===== src/rtl/pc16_jump.sv =====
// pc16_jump
// ---------
// 16-bit program counter with an integrated jump-condition unit. Each
// cycle the registered address either holds, increments (mod 2^16) or
// loads the jump target. The 3-bit jump field is evaluated against the
// ALU zero/negative flags. An unconditional jump to the current address
// is recognised as the halt idiom when HALT_DETECT is non-zero.
//
// Parameters:
//   RESET_VECTOR  address loaded into pc on reset
//   HALT_DETECT   1 = jump-to-self enters HALT, 0 = ordinary jump
//
// Ports:
//   clk       in   rising-edge clock
//   reset     in   asynchronous, active-high reset
//   stall     in   hold pc this cycle (beats jump and increment)
//   c_instr   in   compute instruction; qualifies jbits
//   jbits     in   {j1,j2,j3} = jump if negative / zero / positive
//   alu_zr    in   ALU result == 0
//   alu_ng    in   ALU result < 0
//   target    in   jump destination address
//   pc        out  current instruction address
//   pc_valid  out  pc holds a fetchable address
//   taken     out  pc was loaded from target at the last edge
//   halted    out  block is in HALT
module pc16_jump #(
    parameter logic [15:0] RESET_VECTOR = 16'h0000,
    parameter int          HALT_DETECT  = 1
) (
    input  logic        clk,
    input  logic        reset,
    input  logic        stall,
    input  logic        c_instr,
    input  logic [2:0]  jbits,
    input  logic        alu_zr,
    input  logic        alu_ng,
    input  logic [15:0] target,
    output logic [15:0] pc,
    output logic        pc_valid,
    output logic        taken,
    output logic        halted
);

    typedef enum logic [1:0] {
        BOOT = 2'd0,
        RUN  = 2'd1,
        HALT = 2'd2
    } state_t;

    state_t      state_q, state_d;
    logic [15:0] pc_q, pc_d;
    logic        pc_valid_q, pc_valid_d;
    logic        taken_q, taken_d;
    logic        halted_q, halted_d;
    logic        take;
    logic        self_jump;

    // Literal evaluation of the condition: the illegal zr=ng=1 flag state
    // gets no special treatment.
    assign take = c_instr & ((jbits[2] & alu_ng) |
                             (jbits[1] & alu_zr) |
                             (jbits[0] & ~alu_zr & ~alu_ng));

    // Only an unconditional jump to the current address is the halt idiom;
    // conditional self-jumps are ordinary taken jumps.
    assign self_jump = (HALT_DETECT != 0) && (jbits == 3'b111) && (target == pc_q);

    always_comb begin
        state_d = state_q;
        pc_d    = pc_q;
        taken_d = 1'b0;
        case (state_q)
            BOOT: begin
                state_d = RUN;
            end
            RUN: begin
                if (stall) begin
                    pc_d = pc_q;
                end else if (take) begin
                    pc_d    = target;
                    taken_d = 1'b1;
                    if (self_jump) begin
                        state_d = HALT;
                    end
                end else begin
                    pc_d = pc_q + 16'd1;
                end
            end
            HALT: begin
                state_d = HALT;
            end
            default: begin
                state_d = BOOT;
                pc_d    = RESET_VECTOR;
            end
        endcase
        // Status outputs are registered copies of the next state so that
        // no output depends combinationally on the state decode.
        pc_valid_d = (state_d != BOOT);
        halted_d   = (state_d == HALT);
    end

    always_ff @(posedge clk or posedge reset) begin
        if (reset) begin
            state_q    <= BOOT;
            pc_q       <= RESET_VECTOR;
            pc_valid_q <= 1'b0;
            taken_q    <= 1'b0;
            halted_q   <= 1'b0;
        end else begin
            state_q    <= state_d;
            pc_q       <= pc_d;
            pc_valid_q <= pc_valid_d;
            taken_q    <= taken_d;
            halted_q   <= halted_d;
        end
    end

    assign pc       = pc_q;
    assign pc_valid = pc_valid_q;
    assign taken    = taken_q;
    assign halted   = halted_q;

endmodule

===== config.mk =====
export PLATFORM = sky130hd
export DESIGN_NAME = pc16_jump
export DESIGN_NICKNAME = d
export VERILOG_FILES = /design/src/rtl/pc16_jump.sv
export SDC_FILE = /design/constraint.sdc
export NUM_CORES = 1
export LEC_CHECK = 0
export CAP_MARGIN = 20
export CORE_MARGIN = 5
export CORE_UTILIZATION = 47
export DETAILED_ROUTE_END_ITERATION = 6
export PLACE_DENSITY = 0.79
export RECOVER_POWER = 100
export SLEW_MARGIN = 30
export SYNTH_ARGS = -nofsm -noshare
export SYNTH_HDL_FRONTEND = slang
export SYNTH_SLANG_ARGS = --single-unit
export TNS_END_PERCENT = 100

===== constraint.sdc =====
create_clock -name clk -period 2.16 [get_ports clk]
set_clock_uncertainty 0.1 [all_clocks]
set_input_delay 0.432 -clock clk [delete_from_list [all_inputs] [get_ports clk]]
set_output_delay 0.432 -clock clk [all_outputs]
set_load 0.02 [all_outputs]

-- Word-level counts from Yosys, hierarchy flattened
Index checks and enable logic that the tools add are counted.
- flip-flop bits (word level): 21
- input port bits: 25
- output and inout port bits: 19
- logic and storage cells: 37
- add/subtract/negate cells: 1
- eq/ne operators: 6
- multiplexer cells: 10
- bitwise logic cells: 10
- reduce and logical (&&, ||, !) cells: 5
- operators by type and width (kind ; count):
    $mux 16 ; 2
    $pmux 16 s2 ; 1
    $add 16x1->16 const B ; 1
    $eq 16x16->1 ; 1
    $mux 2 ; 3
    $pmux 2 s3 ; 1
    $and 1x1->1 ; 5
    $eq 2x2->1 const B ; 2
    $eq 3x3->1 const B ; 1
    $mux 1 ; 3
    $not 1->1 ; 3
    $eq 2x1->1 const B ; 1
    $logic_not 2->1 ; 1
    $ne 2x2->1 const B ; 1
    $or 1x1->1 ; 2
    $reduce_and 2->1 ; 1
    $reduce_bool 2->1 ; 1
    $reduce_or 2->1 ; 1
    $logic_and 1x1->1 ; 1

-- Logic depth before layout (Yosys ltp)
Gate-level depths: netlist of run 1.
- word-level depth: 9
- mapped depth: 6

-- Worst setup path after synthesis of run 1
OpenSTA, ideal clock, no wires.
- path kind: reg2reg
- start point: register pc_q[0], in the netlist pc[0]
- end point: register pc_q[14], in the netlist pc[14]
- setup time: 121 ps
- data arrival time: 1834 ps
- data required time: 1939 ps
- setup slack: 105 ps
- stages on the path, launching flop included: 6
- buffers on the path: 0
- period minus slack after synthesis: 2055 ps
- cell sequence: dfrtp_1 ha_1 nand3_4 or4_4 a21o_1 a22o_1
- word-level cells in the longest chain between the ends: 4
- RTL lines (item ; line ; text):
    from (decl) ; 51 ; logic [15:0] pc_q, pc_d;
    from (signal assigned) ; 112 ; pc_q <= pc_d;
    $add 16x1->16 ; 86 ; pc_d = pc_q + 16'd1;
    $mux 16 ; 79 ; end else if (take) begin
    $mux 16 ; 77 ; if (stall) begin
    $pmux 16 s2 ; 72 ; case (state_q)
Every way passes these cells. The select of a mux whose other input is x is not followed.
A chain may end at the register's enable or synchronous reset.

-- Worst setup path after layout of run 1
- start point: register pc_q[0], in the netlist pc[0]
- end point: output port pc[0]
- RTL lines (item ; line ; text):
    to (decl) ; 38 ; output logic [15:0] pc,
No word-level cell between the ends.

==> results of run 1 <==
-- flip-flops by register name, indices dropped and copies added, names as in the netlist --
| signal | cells |
|---|---|
| halted | 1 |
| pc_valid | 1 |
| state_q | 2 |
| taken | 1 |
| pc | 16 |
-- placed cells by master, fill, tap and decap left out, drive strengths merged, types with 3 or more instances in the layout --
cell           count
a21oi             11
buf               11
clkbuf             6
clkdlybuf4s50     26
dfrtp             21
dlygate4sd3       17
inv               14
mux2i              9
nand2              6
nand3              6
nand4              5
nor3               3
nor3b              3
nor4               7
o211ai             4
o21ai              6
o22ai             11
o31a               3
or2                3
or3                5
or4                3
xnor2              5
xor2              12
-- final cells by class --
cell class / instances / area (µm²)
fillers: 261 / 980.9
multi-input cells: 122 / 873.3
repair buffers: 57 / 538.0
flip-flops and latches: 21 / 525.5
well taps: 44 / 55.05
inverters: 14 / 52.55
clock buffers: 3 / 22.52
clock inverters: 1 / 5.005
-- path summary, 6_finish.rpt --
path	from	end	slack, ps	cells past startpoint
max	pc[0]$_DFFE_PP0P_	pc[0]	110	2
max in group asynchronous	reset	pc[14]$_DFFE_PP0P_	430	3
min in group asynchronous	reset	pc[12]$_DFFE_PP0P_	830	3
min reg2reg	state_q[0]$_DFF_PP0_	pc_valid$_DFF_PP0_	440	1
min	state_q[0]$_DFF_PP0_	pc_valid$_DFF_PP0_	440	1
max reg2reg	pc[1]$_DFFE_PP0P_	pc[14]$_DFFE_PP0P_	180	5
-- routing by layer --
| metal | GRT usage, % | wire [µm] | vias to the layer above |
|---|---|---|---|
| met5 | 0 | 0 | - |
| met4 | 8.376 | 83 | 0 |
| met3 | 4.047 | 396 | 12 |
| met2 | 34.65 | 1985 | 78 |
| met1 | 26.92 | 1894 | 686 |
| li1 | - | - | 732 |
-- stage by stage --
step	TNS (ps)	std cells	hold WS [ps]	total power [mW]	util [%]
5_1_grt	0	262	479.3	0.7538	67.87
6_report	0	262	441.6	0.7156	67.87
3_5_place_dp	-815.5	258	432.9	0.5244	68.16
2_1_floorplan	0	163	308.5	0.4507	-
4_1_cts	0	262	350.0	0.7260	69.06
3_3_place_gp	-152.1	258	409.0	0.5219	68.16
-- worst max-delay path, delay by kind of cell (launching register included) --
family,cells,cell delay [ps]
DFF,1,410
buffers and inverters,2,810
-- kinds of logic after synthesis --
| family | after synthesis |
|---|---|
| compound gates | 47 |
| simple gates | 48 |
| mux | 9 |
| buf+inv | 20 |
| fa+ha+maj | 1 |
| xor+xnor | 17 |
| flops | 21 |
-- report_power, final --
| part | total [mW] | internal [mW] | switching [mW] | leakage, nW |
|---|---|---|---|---|
| logic | 0.120 | 0.0653 | 0.0542 | 0.653 |
| registers | 0.393 | 0.393 | 0 | 0.220 |
| clock network | 0.203 | 0.0693 | 0.134 | 0.0177 |
| total | 0.716 | 0.528 | 0.188 | 0.891 |
==> out/results.tsv, run 1 <==
metric	value	unit
outcome	finished clean	
n_diodes	0	
cell breakdown of the critical path	buf_4, dlygate4sd3_1	
Port Buf Inserts	43	
mux cell area share after synthesis	5.985	%
number of top-level pins	44	
RSZ-0062 raised after global routing	no	
initial antenna violation count	0	
XOR/XNOR Fraction of Synth Area	9.892	%
post-DR vias/cell	5.756	
clk buf depth	2	
clk root buf	clkbuf_4	
post-route clock period utilization	95.10	%
Synth area leaders	dfrtp_1 (35%), xor2_1 (7.0%), mux2i_1 (6.0%)	
layout cells sized above 1	11.01	%
H-tree depth	1	
LEAKAGE	0.8909	nW
EDFF count, synth	0	
Yosys top cell by area	dfrtp_1	
share of the synthesized area in the top cell type	34.91	%
Post-CTS Hold Fix Bufs	0	
Post-Syn Area	0.001505	mm²
Net count, final	245	
Clock Latency Late Sink	310	ps
Synth cell types	45	
sequential share of the synthesized area	34.91	%
fin crit period	2054	ps
setup violators final	0	
total core area	0.003053	mm²
TritonCTS clock tree	done	
Die ar.	0.004434	mm²
CP Class	reg2out	
Core Rows	20	
Power Density	345.4	mW/mm²
Seq cells post-synth	21	
GPL Wtd Cong	0.9487	
Setup Buffers After CTS	0	
final antenna-violating net count	0	
PnR worst setup slack	105.8	ps
Syn Area/Cell	9.234	µm²
vias in the first global route	1572	
most common cell in the netlist	dfrtp_1	
Final Hold Viols	0	
Worst-Margin Slew	1199	ps
cts repair resizes	0	
Worst Path Arrival	1520	ps
CTS Sinks	21	
max frequency	0.4868	GHz
Simple-Gate Fraction of Synth Area	21.28	%
wire per inst	16.64	µm
endpoint class of the critical path	output pin	
chip height	66.59	µm
max cap viols	0	
post-synthesis compound-gate area fraction	21.78	%
via count	1508	
DRT Pass-1 Iters	4	
synth warn	0	
Synth Flop Type	dfrtp_1	
post-route design area	0.002072	mm²
slowest cell on the critical path	dlygate4sd3_1	
adder-cell share of the synthesized area	0.8313	%
worst min path class	reg2reg	
HPWL after DPL	3226	µm
Max-slew headroom	20.07	%
largest family of logic cells by synthesized area	compound AO/OA/AOI/OAI gates	
Starting Density	49.30	%
synth cell count leaders	dfrtp_1 (21), inv_1 (14), xor2_1 (12), a21oi_1 (11), o22ai_1 (11)	
Peak supply drop	205.3	µV
area grow syn2layout	37.66	%
Worst-path clk slew	130	ps
Synthesized Nets	189	
first-pass GRT wire length	7231	µm
CP max stage delay	650	ps
Req. time, crit path	1630	ps
DRT Wirelength	4359	µm
crit-path max FO	6	
DRC viols	0	
Initial DRC Count	77	
Die W	66.59	µm
fraction of registers with async set/reset	100.0	%
GRT Residual Overflow	0	
dpl cell area	0.002081	mm²
pin count of the biggest net entering global routing	22	
DP Worst Slack	-136.7	ps
CP Launch Type	flip-flop	
Synth Instances	163	
GRT Total Usage	21.07	%
TritonCTS Buffers	3	
Final Max Slew Viols	0	
No activity file was read; power rests on OpenSTA's default activity.
==> run 2: changes to the inputs <==
--- a/config.mk
+++ b/config.mk
@@ -8,10 +8,11 @@
 export CAP_MARGIN = 20
 export CORE_MARGIN = 5
 export CORE_UTILIZATION = 47
+export CTS_CLUSTER_DIAMETER = 60
 export DETAILED_ROUTE_END_ITERATION = 6
 export PLACE_DENSITY = 0.79
 export RECOVER_POWER = 100
-export SLEW_MARGIN = 30
+export SLEW_MARGIN = 0
 export SYNTH_ARGS = -nofsm -noshare
 export SYNTH_HDL_FRONTEND = slang
 export SYNTH_SLANG_ARGS = --single-unit
==> results of run 2 <==
Same layout as run 1: the final DEF is identical, and so are final timing and power.
